[config.mk]
export PLATFORM = sky130hd
export DESIGN_NAME = lif_spike_rate_decoder
export DESIGN_NICKNAME = d
export VERILOG_FILES = /design/src/rtl/lif_spike_rate_decoder.sv
export SDC_FILE = /design/constraint.sdc
export NUM_CORES = 1
export LEC_CHECK = 0
export BUFFER_PORTS_ARGS = -buffer_cell sky130_fd_sc_hd__buf_2
export CAP_MARGIN = 0
export CELL_PAD_IN_SITES_DETAIL_PLACEMENT = 0
export CELL_PAD_IN_SITES_GLOBAL_PLACEMENT = 1
export CORE_MARGIN = 1
export CORE_UTILIZATION = 45
export CTS_BUF_LIST = sky130_fd_sc_hd__clkbuf_16
export DETAILED_ROUTE_END_ITERATION = 7
export PLACE_DENSITY_LB_ADDON = 0.1
export SLEW_MARGIN = 20
export SYNTH_ARGS = -nofsm -noshare
export SYNTH_HDL_FRONTEND = slang
export SYNTH_SLANG_ARGS = --single-unit
[constraint.sdc]
create_clock -name clk -period 5.5 [get_ports clk]
set_input_delay 0.275 -clock clk [delete_from_list [all_inputs] [get_ports clk]]
set_output_delay 0.275 -clock clk [all_outputs]
set_load 0.01 [all_outputs]
[src/rtl/lif_spike_rate_decoder.sv]
// Spike-rate decoder: counts spike onsets over a programmable window of
// clock cycles and hands the count out through a valid/ready register, and
// measures the inter-spike interval between consecutive onsets.
module lif_spike_rate_decoder #(
  parameter int CNT_W = 8,
  parameter int WIN_W = 8,
  parameter int ISI_W = 8
) (
  input  logic             clk,
  input  logic             rst,
  input  logic             en,
  input  logic             spike_in,
  input  logic [WIN_W-1:0] win_len,
  output logic [CNT_W-1:0] rate_out,
  output logic             rate_valid,
  input  logic             rate_ready,
  output logic [ISI_W-1:0] isi_out,
  output logic             isi_valid,
  output logic             overflow
);

  localparam logic [WIN_W-1:0] WIN_ONE = WIN_W'(1);
  localparam logic [ISI_W-1:0] ISI_ONE = ISI_W'(1);

  typedef enum logic {
    IDLE,
    COUNT
  } state_t;

  state_t state;
  state_t state_nxt;

  logic             spike_q;
  logic [WIN_W-1:0] win_q;
  logic [WIN_W-1:0] win_cnt;
  logic [CNT_W-1:0] spk_cnt;
  logic [ISI_W-1:0] isi_cnt;
  logic             isi_armed;

  logic             onset;
  logic [CNT_W-1:0] spk_sum;
  logic             last_cycle;
  logic             start_window;
  logic             load_result;

  // State register; reset forces IDLE regardless of anything else
  always_ff @(posedge clk) begin
    if (rst) state <= IDLE;
    else     state <= state_nxt;
  end

  // Next-state: enter COUNT on a valid window length, leave on en low or a zero re-sampled length
  always_comb begin
    state_nxt = state;
    case (state)
      IDLE:  if (en && (win_len != '0)) state_nxt = COUNT;
      COUNT: begin
        if (!en)                                  state_nxt = IDLE;
        else if (last_cycle && (win_len == '0))   state_nxt = IDLE;
      end
      default: state_nxt = IDLE;
    endcase
  end

  // Decode of onset, saturating running count and window boundary events
  always_comb begin
    onset        = spike_in & ~spike_q;
    spk_sum      = (spk_cnt == '1) ? spk_cnt : spk_cnt + CNT_W'(onset);
    last_cycle   = (state == COUNT) && (win_cnt == win_q - WIN_ONE);
    start_window = (state == IDLE) && en && (win_len != '0);
    load_result  = (state == COUNT) && en && last_cycle;
  end

  // Previous spike level, used to count a multi-cycle spike only once
  always_ff @(posedge clk) begin
    if (rst) spike_q <= 1'b0;
    else     spike_q <= spike_in;
  end

  // Window bookkeeping: restart on entry or at a window boundary, otherwise advance
  always_ff @(posedge clk) begin
    if (rst) begin
      win_q   <= '0;
      win_cnt <= '0;
      spk_cnt <= '0;
    end else if (start_window || load_result) begin
      win_q   <= win_len;
      win_cnt <= '0;
      spk_cnt <= '0;
    end else if ((state == COUNT) && en) begin
      win_cnt <= win_cnt + WIN_ONE;
      spk_cnt <= spk_sum;
    end
  end

  // Result register with valid/ready handshake; an unconsumed result being replaced sets overflow
  always_ff @(posedge clk) begin
    if (rst) begin
      rate_out   <= '0;
      rate_valid <= 1'b0;
      overflow   <= 1'b0;
    end else if (load_result) begin
      rate_out   <= spk_sum;
      rate_valid <= 1'b1;
      if (rate_valid && !rate_ready) overflow <= 1'b1;
    end else if (rate_valid && rate_ready) begin
      rate_valid <= 1'b0;
    end
  end

  // Inter-spike interval: first onset arms, later onsets report the saturating cycle count
  always_ff @(posedge clk) begin
    if (rst) begin
      isi_cnt   <= '0;
      isi_armed <= 1'b0;
      isi_out   <= '0;
      isi_valid <= 1'b0;
    end else if (!en) begin
      isi_cnt   <= '0;
      isi_armed <= 1'b0;
      isi_valid <= 1'b0;
    end else begin
      isi_valid <= 1'b0;
      if (onset) begin
        if (isi_armed) begin
          isi_out   <= isi_cnt;
          isi_valid <= 1'b1;
        end
        isi_armed <= 1'b1;
        isi_cnt   <= ISI_ONE;
      end else if (isi_armed && (isi_cnt != '1)) begin
        isi_cnt <= isi_cnt + ISI_ONE;
      end
    end
  end

endmodule
==> impl_results.md, run 1 <==
- Max Slew Vio Count: 0
- I/O pins: 32
- Placed cell count: 375
- XOR/XNOR share of the synthesized area: 10.40%
- CTS tree: built
- Post-Synth Simple-Gate Area: 25.66%
- Rows: 27
- Ant diodes: 0
- Multi-input logic area: 1369 µm²
- DP HPWL: 3522 µm
- Post-route DRC: 0
- Setup WS post-layout: 2762 ps
- Detailed Route WL: 4981 µm
- Setup Skew: 5.338 ps
- Starting density of the core: 46.91%
- R2R Setup Slk: 2760 ps
- Via count: 1993
- Post-synth EDFFs: 0
- Commonest cells after routing, fill and taps aside: 54 x dfxtp_1, 33 x nor2_1, 31 x buf_2, 26 x nand2_1, 19 x a21oi_1
- Final setup fails: 0
- Largest net degree at the start of global routing: 40
- Setup TNS: 0 ps
- Total gr overflow: 0
- WL/cell: 13.01 µm
- Reg2reg start: win_q[0]
- Final Cycle Share: 49.78%
- Crit-path cells: inv_1 > ha_1 > and2b_2 > and3_2 > o211ai_1 > nor4_4 > buf_4 > or3_1 > a311oi_1
- Power per cell area: 287.9 nW/µm²
- Final hold vios: 0
- Clock slew at reported path FFs: 70 ps
- Util after Layout: 52.17%
- Final #Nets: 328
- Iter 0 DRT Violations: 106
- Worst-Skew Late Latency: 290 ps
- Worst-Margin Slew: 647.9 ps
- # H-tree levels: 2
- WS Path Type: reg2reg
- Post-CTS Setup Bufs: 0
- CP bufs+invs: 2
- Crit. End Element: register
- RSZ-0062 raised after global routing: false
- Main combinational cell family by area after synthesis: simple AND/OR/NAND/NOR gates
- GP Congestion: 0.7881
- Cells after synthesis: 287
- Synth unique cells: 43
- Async S/R FF share, synth: 0%
- First-pass GRT wire length: 8707 µm
- Storage cell area: 1081 µm²
- Place WS: 2771 ps
- Synth Cell Area: 2599 µm²
- Vias per cell: 5.204
- Commonest non-fill, non-tap cell in the layout: dfxtp_1
- Die X: 78.00 µm
- Hold Path Sink: spike_q
- DIE AREA: 6083 µm²
- Hold buffers post-CTS: 0
- First drt pass iteration count: 4
- Syn Area/Cell: 9.055 µm²
- Fmax: 365.2 MHz
- Power, Total: 832.1 µW
- Post-synthesis sequential area ratio: 41.60%
- CP max-delay cell: or3_1
- CP startpoint kind: register
- Syn. warnings: 0
- Relative slew slack: 56.81%
- Worst endpoint required time: 5700 ps
- Worst Reg-to-Reg Cells: 9
- Num CTS Buffers: 5
- CP Max Fanout: 22
- Min-delay src: spike_in
- Clock Root Buffer: clkbuf_16
- Number of global-route vias before repair: 1875
- Core area: 5540 µm²
- Share of cells above drive strength 1: 18.01%
- Worst reg2reg endpoint: spk_cnt[3]
- Run status: finished, final reports clean
- # clock sinks: 54
- Hold path depth: 2
- Maximum VDD drop: 0.1691 mV
- Initial antenna violation count: 0
- Hold crit path type: in2reg
- Die height: 78.00 µm
- Clock Path Buffers: 2
- Cell family with most CP delay: simple AND/OR/NAND/NOR gates
- Non-Filler Instances: 383
- Post-synthesis compound-gate area fraction: 10.35%
- CP peak stage delay: 650 ps
- Max cap viols: 0
- Fillers: 560
- Post-Synth Adder-Cell Area: 2.407%
- Final Critical Period: 2738 ps
- P&R area growth vs syn: 11.22%
- PortBufs: 31
- Leakage: 1.125 nW
- Post-Syn Nets: 305
- Post-synthesis mux area share: 3.852%
- #FFs+latches synth: 54
- Main synth FF type: dfxtp_1
- Gr usage total: 18.07%
- Cts repair resizes: 0
- Final ANT Viol Nets: 0
- Crit path DAT: 2940 ps
[cells by family after synthesis]
kind of cell	count (synthesis)
mux	10
fa+ha+maj	5
xor+xnor	29
buf+inv	20
flops	54
compound gates	42
simple gates	127
[how the worst max path moves through the flow]
| stage | start | end | slack (ps) | cells after the start |
|---|---|---|---|---|
| 6_report | win_q[0] | spk_cnt[3] | 2760 | 9 |
| 5_1_grt | win_q[0] | spk_cnt[6] | 2590 | 9 |
| 4_1_cts | win_q[0] | spk_cnt[3] | 2770 | 9 |
| 3_5_place_dp | win_q[0] | spk_cnt[6] | 2770 | 9 |
| 3_3_place_gp | win_q[0] | spk_cnt[6] | 2870 | 9 |
| 2_1_floorplan | spike_in | rate_out[6] | 3100 | 10 |
[synth_stat cells, types with 7 or more instances]
library cell  instances  area [µm²]
dfxtp_1              54        1081
mux2i_1              10       100.1
xor2_1               15       131.4
nand2_1              26       97.59
nand4_1               7       43.79
clkbuf_1              7       26.28
a21oi_1              19       95.09
nand3_1               9       45.04
a311oi_1             10       87.58
nor2_1               33       123.9
nand2b_1             15       93.84
xnor2_1              13       113.9
[power by group]
part | internal, mW | switching, mW | total, mW
clock network | 0.217 | 0.149 | 0.366
registers | 0.397 | 0.00653 | 0.403
logic | 0.0274 | 0.0355 | 0.0629
[routing by layer]
metal	vias to the layer above	part of all wire (%)	wire length (µm)	global-route usage (%)
met5	-	0	0	0
met4	0	1.5	73	8.148
met3	5	2.4	122	2.471
met2	32	43	2126	27.96
met1	919	53	2659	24.95
li1	1037	-	-	-
[worst register-to-register path, delay by kind of cell (launching register included)]
family                   cells  cell delay, ps
adder cells (fa/ha/maj)      1             230
AO/OA/AOI/OAI                2             590
AND/OR/NAND/NOR              4            1110
buffers and inverters        2             310
flip-flops                   1             410
[sequential cells by signal, indices dropped and copies added (netlist names)]
signal,cells
isi_out,8
spk_cnt,8
isi_armed,1
spike_q,1
state,1
rate_valid,1
overflow,1
win_cnt,8
rate_out,8
isi_valid,1
win_q,8
isi_cnt,8
[through the flow]
stage | hold slack, ps | area, µm²
after floorplan | 403.2 | 2599
after global placement | 442.5 | 2718
after detailed placement | 444.4 | 2718
after CTS | 208.7 | 2890
after global routing | 219.2 | 2890
final | 212.7 | 2890
[final cells by class]
cell class | instances | share of cell area [%]
Clock buffer | 5 | 4.329
Clock inverter | 3 | 1.645
Inverter | 4 | 0.5195
Multi-Input combinational cell | 213 | 47.36
Sequential cell | 54 | 37.40
Tap cell | 72 | 3.117
Timing Repair Buffer | 32 | 5.628
Power figures use the tool's default switching activity.
==> run 2: changes to the inputs <==
- ABC_AREA: not set -> 1
- CORE_UTILIZATION: 45 -> 37
- clock period: 5.5 -> 2.4 ns (I/O delays scaled with it)
==> impl_results.md, run 2 <==
- Run status: finished, final reports clean
- Final setup fails: 0
- Hold buffers post-CTS: 0
- Leakage: 1.373 nW
- DIE AREA: 7671 µm²
- Fmax: 479.3 MHz
- CP Max Fanout: 18
- # H-tree levels: 2
- Synth unique cells: 30
- First drt pass iteration count: 4
- Final Cycle Share: 86.93%
- First-pass GRT wire length: 10400 µm
- Design area: 3124 µm²
- Post-CTS Setup Bufs: 0
- Share of cells above drive strength 1: 15.79%
- Max Slew Vio Count: 0
- Post-synthesis sequential area ratio: 39.89%
- PortBufs: 31
- Core area: 6944 µm²
- Rows: 30
- Place WS: 302.6 ps
- Main synth FF type: dfxtp_1
- Cells after synthesis: 384
- P&R area growth vs syn: 15.28%
- Post-Syn Nets: 402
- WS Path Type: reg2reg
- # clock sinks: 54
- Die X: 87.59 µm
- Final #Nets: 435
- Leading area contributor after synthesis: dfxtp_1
- Synth Cell Area: 2710 µm²
- Die height: 87.59 µm
- WL/cell: 11.77 µm
- Setup TNS: 0 ps
- Initial antenna violation count: 0
- Vias per cell: 4.632
- Maximum VDD drop: 0.3982 mV
- Max cap viols: 0
- Commonest cells after routing, fill and taps aside: 86 x nand2_1, 56 x nor2_1, 54 x dfxtp_1, 49 x inv_1, 31 x buf_2
- Relative slew slack: 67.25%
- Synth top area cells: dfxtp_1 40%, nand2_1 12%, nor2_1 7.8%
- Worst endpoint required time: 2590 ps
- Most common cell in the netlist: nand2_1
- I/O pins: 32
- Via count: 2381
- Crit path DAT: 2270 ps
- Post-Place Cell Area: 2958 µm²
- DP HPWL: 4548 µm
- Post-synth EDFFs: 0
- Syn. warnings: 0
- Final hold vios: 0
- Clock Root Buffer: clkbuf_16
- Number of global-route vias before repair: 2182
- Gr usage total: 17.50%
- Worst-Margin Slew: 486.8 ps
- RSZ-0062 raised after global routing: false
- Iter 0 DRT Violations: 96
- Starting density of the core: 39.03%
- Setup WS post-layout: 313.6 ps
- CTS tree: built
- Final ANT Viol Nets: 0
- CP startpoint kind: register
- Commonest cells post-synth: 86 x nand2_1, 56 x nor2_1, 54 x dfxtp_1
- Power per cell area: 631.8 nW/µm²
- Clock Path Buffers: 2
- Async S/R FF share, synth: 0%
- Cts repair resizes: 0
- Top-area cell type share of the netlist area: 39.89%
- Final Critical Period: 2086 ps
- Worst-Skew Late Latency: 290 ps
- GP Congestion: 0.8115
- #FFs+latches synth: 54
- Post-route DRC: 0
- Total gr overflow: 0
- Util after Layout: 44.99%
- Clock slew at reported path FFs: 70 ps
- Hold crit path type: in2reg
- Setup Skew: 5.236 ps
- Detailed Route WL: 6048 µm
- Ant diodes: 0
- Num CTS Buffers: 5
- Syn Area/Cell: 7.058 µm²
- Commonest non-fill, non-tap cell in the layout: nand2_1
- Crit. End Element: register
- Largest net degree at the start of global routing: 19
run 2: cell type report:
class | count | area, µm²
Fill cell | 745 | 3820
Tap cell | 96 | 120.1
Multi-Input combinational cell | 268 | 1369
Sequential cell | 54 | 1081
Inverter | 52 | 195.2
Clock buffer | 5 | 125.1
Timing Repair Buffer | 36 | 192.7
Clock inverter | 3 | 41.29
run 2: metal layers:
| layer | global-route usage [%] | part of all wire, % |
|---|---|---|
| met1 | 24.85 | 52 |
| met2 | 27.49 | 45 |
| met3 | 2.828 | 2.6 |
| met4 | 4.918 | 0.66 |
| met5 | 0 | 0 |
run 2: final timing paths:
path,startpoint,to,slack [ps],cells after the start
worst max-delay path,win_q[0],win_q[0],310,12
worst min-delay path,spike_in,spike_q,40,3
worst max register to register,win_q[0],win_q[0],310,12
worst min register to register,isi_cnt[5],isi_cnt[5],480,2
run 2: kinds of logic after synthesis:
family	count (synthesis)	share of synthesized area [%]
adder cells (fa/ha/maj)	5	2.308
AO/OA/AOI/OAI	53	10.85
AND/OR/NAND/NOR	193	31.86
flip-flops	54	39.89
XOR/XNOR	17	5.494
buffers and inverters	62	9.603
run 2: worst max-delay path: stages (launching register included):
cell and delay, ps:
dfxtp_1 320, inv_1 120, ha_1 240, inv_1 80
nor2_1 90, nand3_1 90, nand3_1 100, nand2_1 70
nor2_2 180, nand3_4 270, buf_4 260, a21oi_2 120
nor2_1 50
run 2: power breakdown:
part,switching [mW],leakage (nW),internal [mW]
sequential,0.0205,0.439,0.918
clock,0.336,0.0812,0.489
combinational,0.133,0.853,0.0765
run 2: stage by stage:
stage | total power, mW | instances | hold WS [ps]
after floorplan | 1.119 | 384 | 189.1
after global placement | 1.172 | 506 | 332.1
after detailed placement | 1.170 | 506 | 346.2
after CTS | 1.993 | 514 | 43.35
after global routing | 2.066 | 514 | 68.25
final | 1.974 | 514 | 43.00
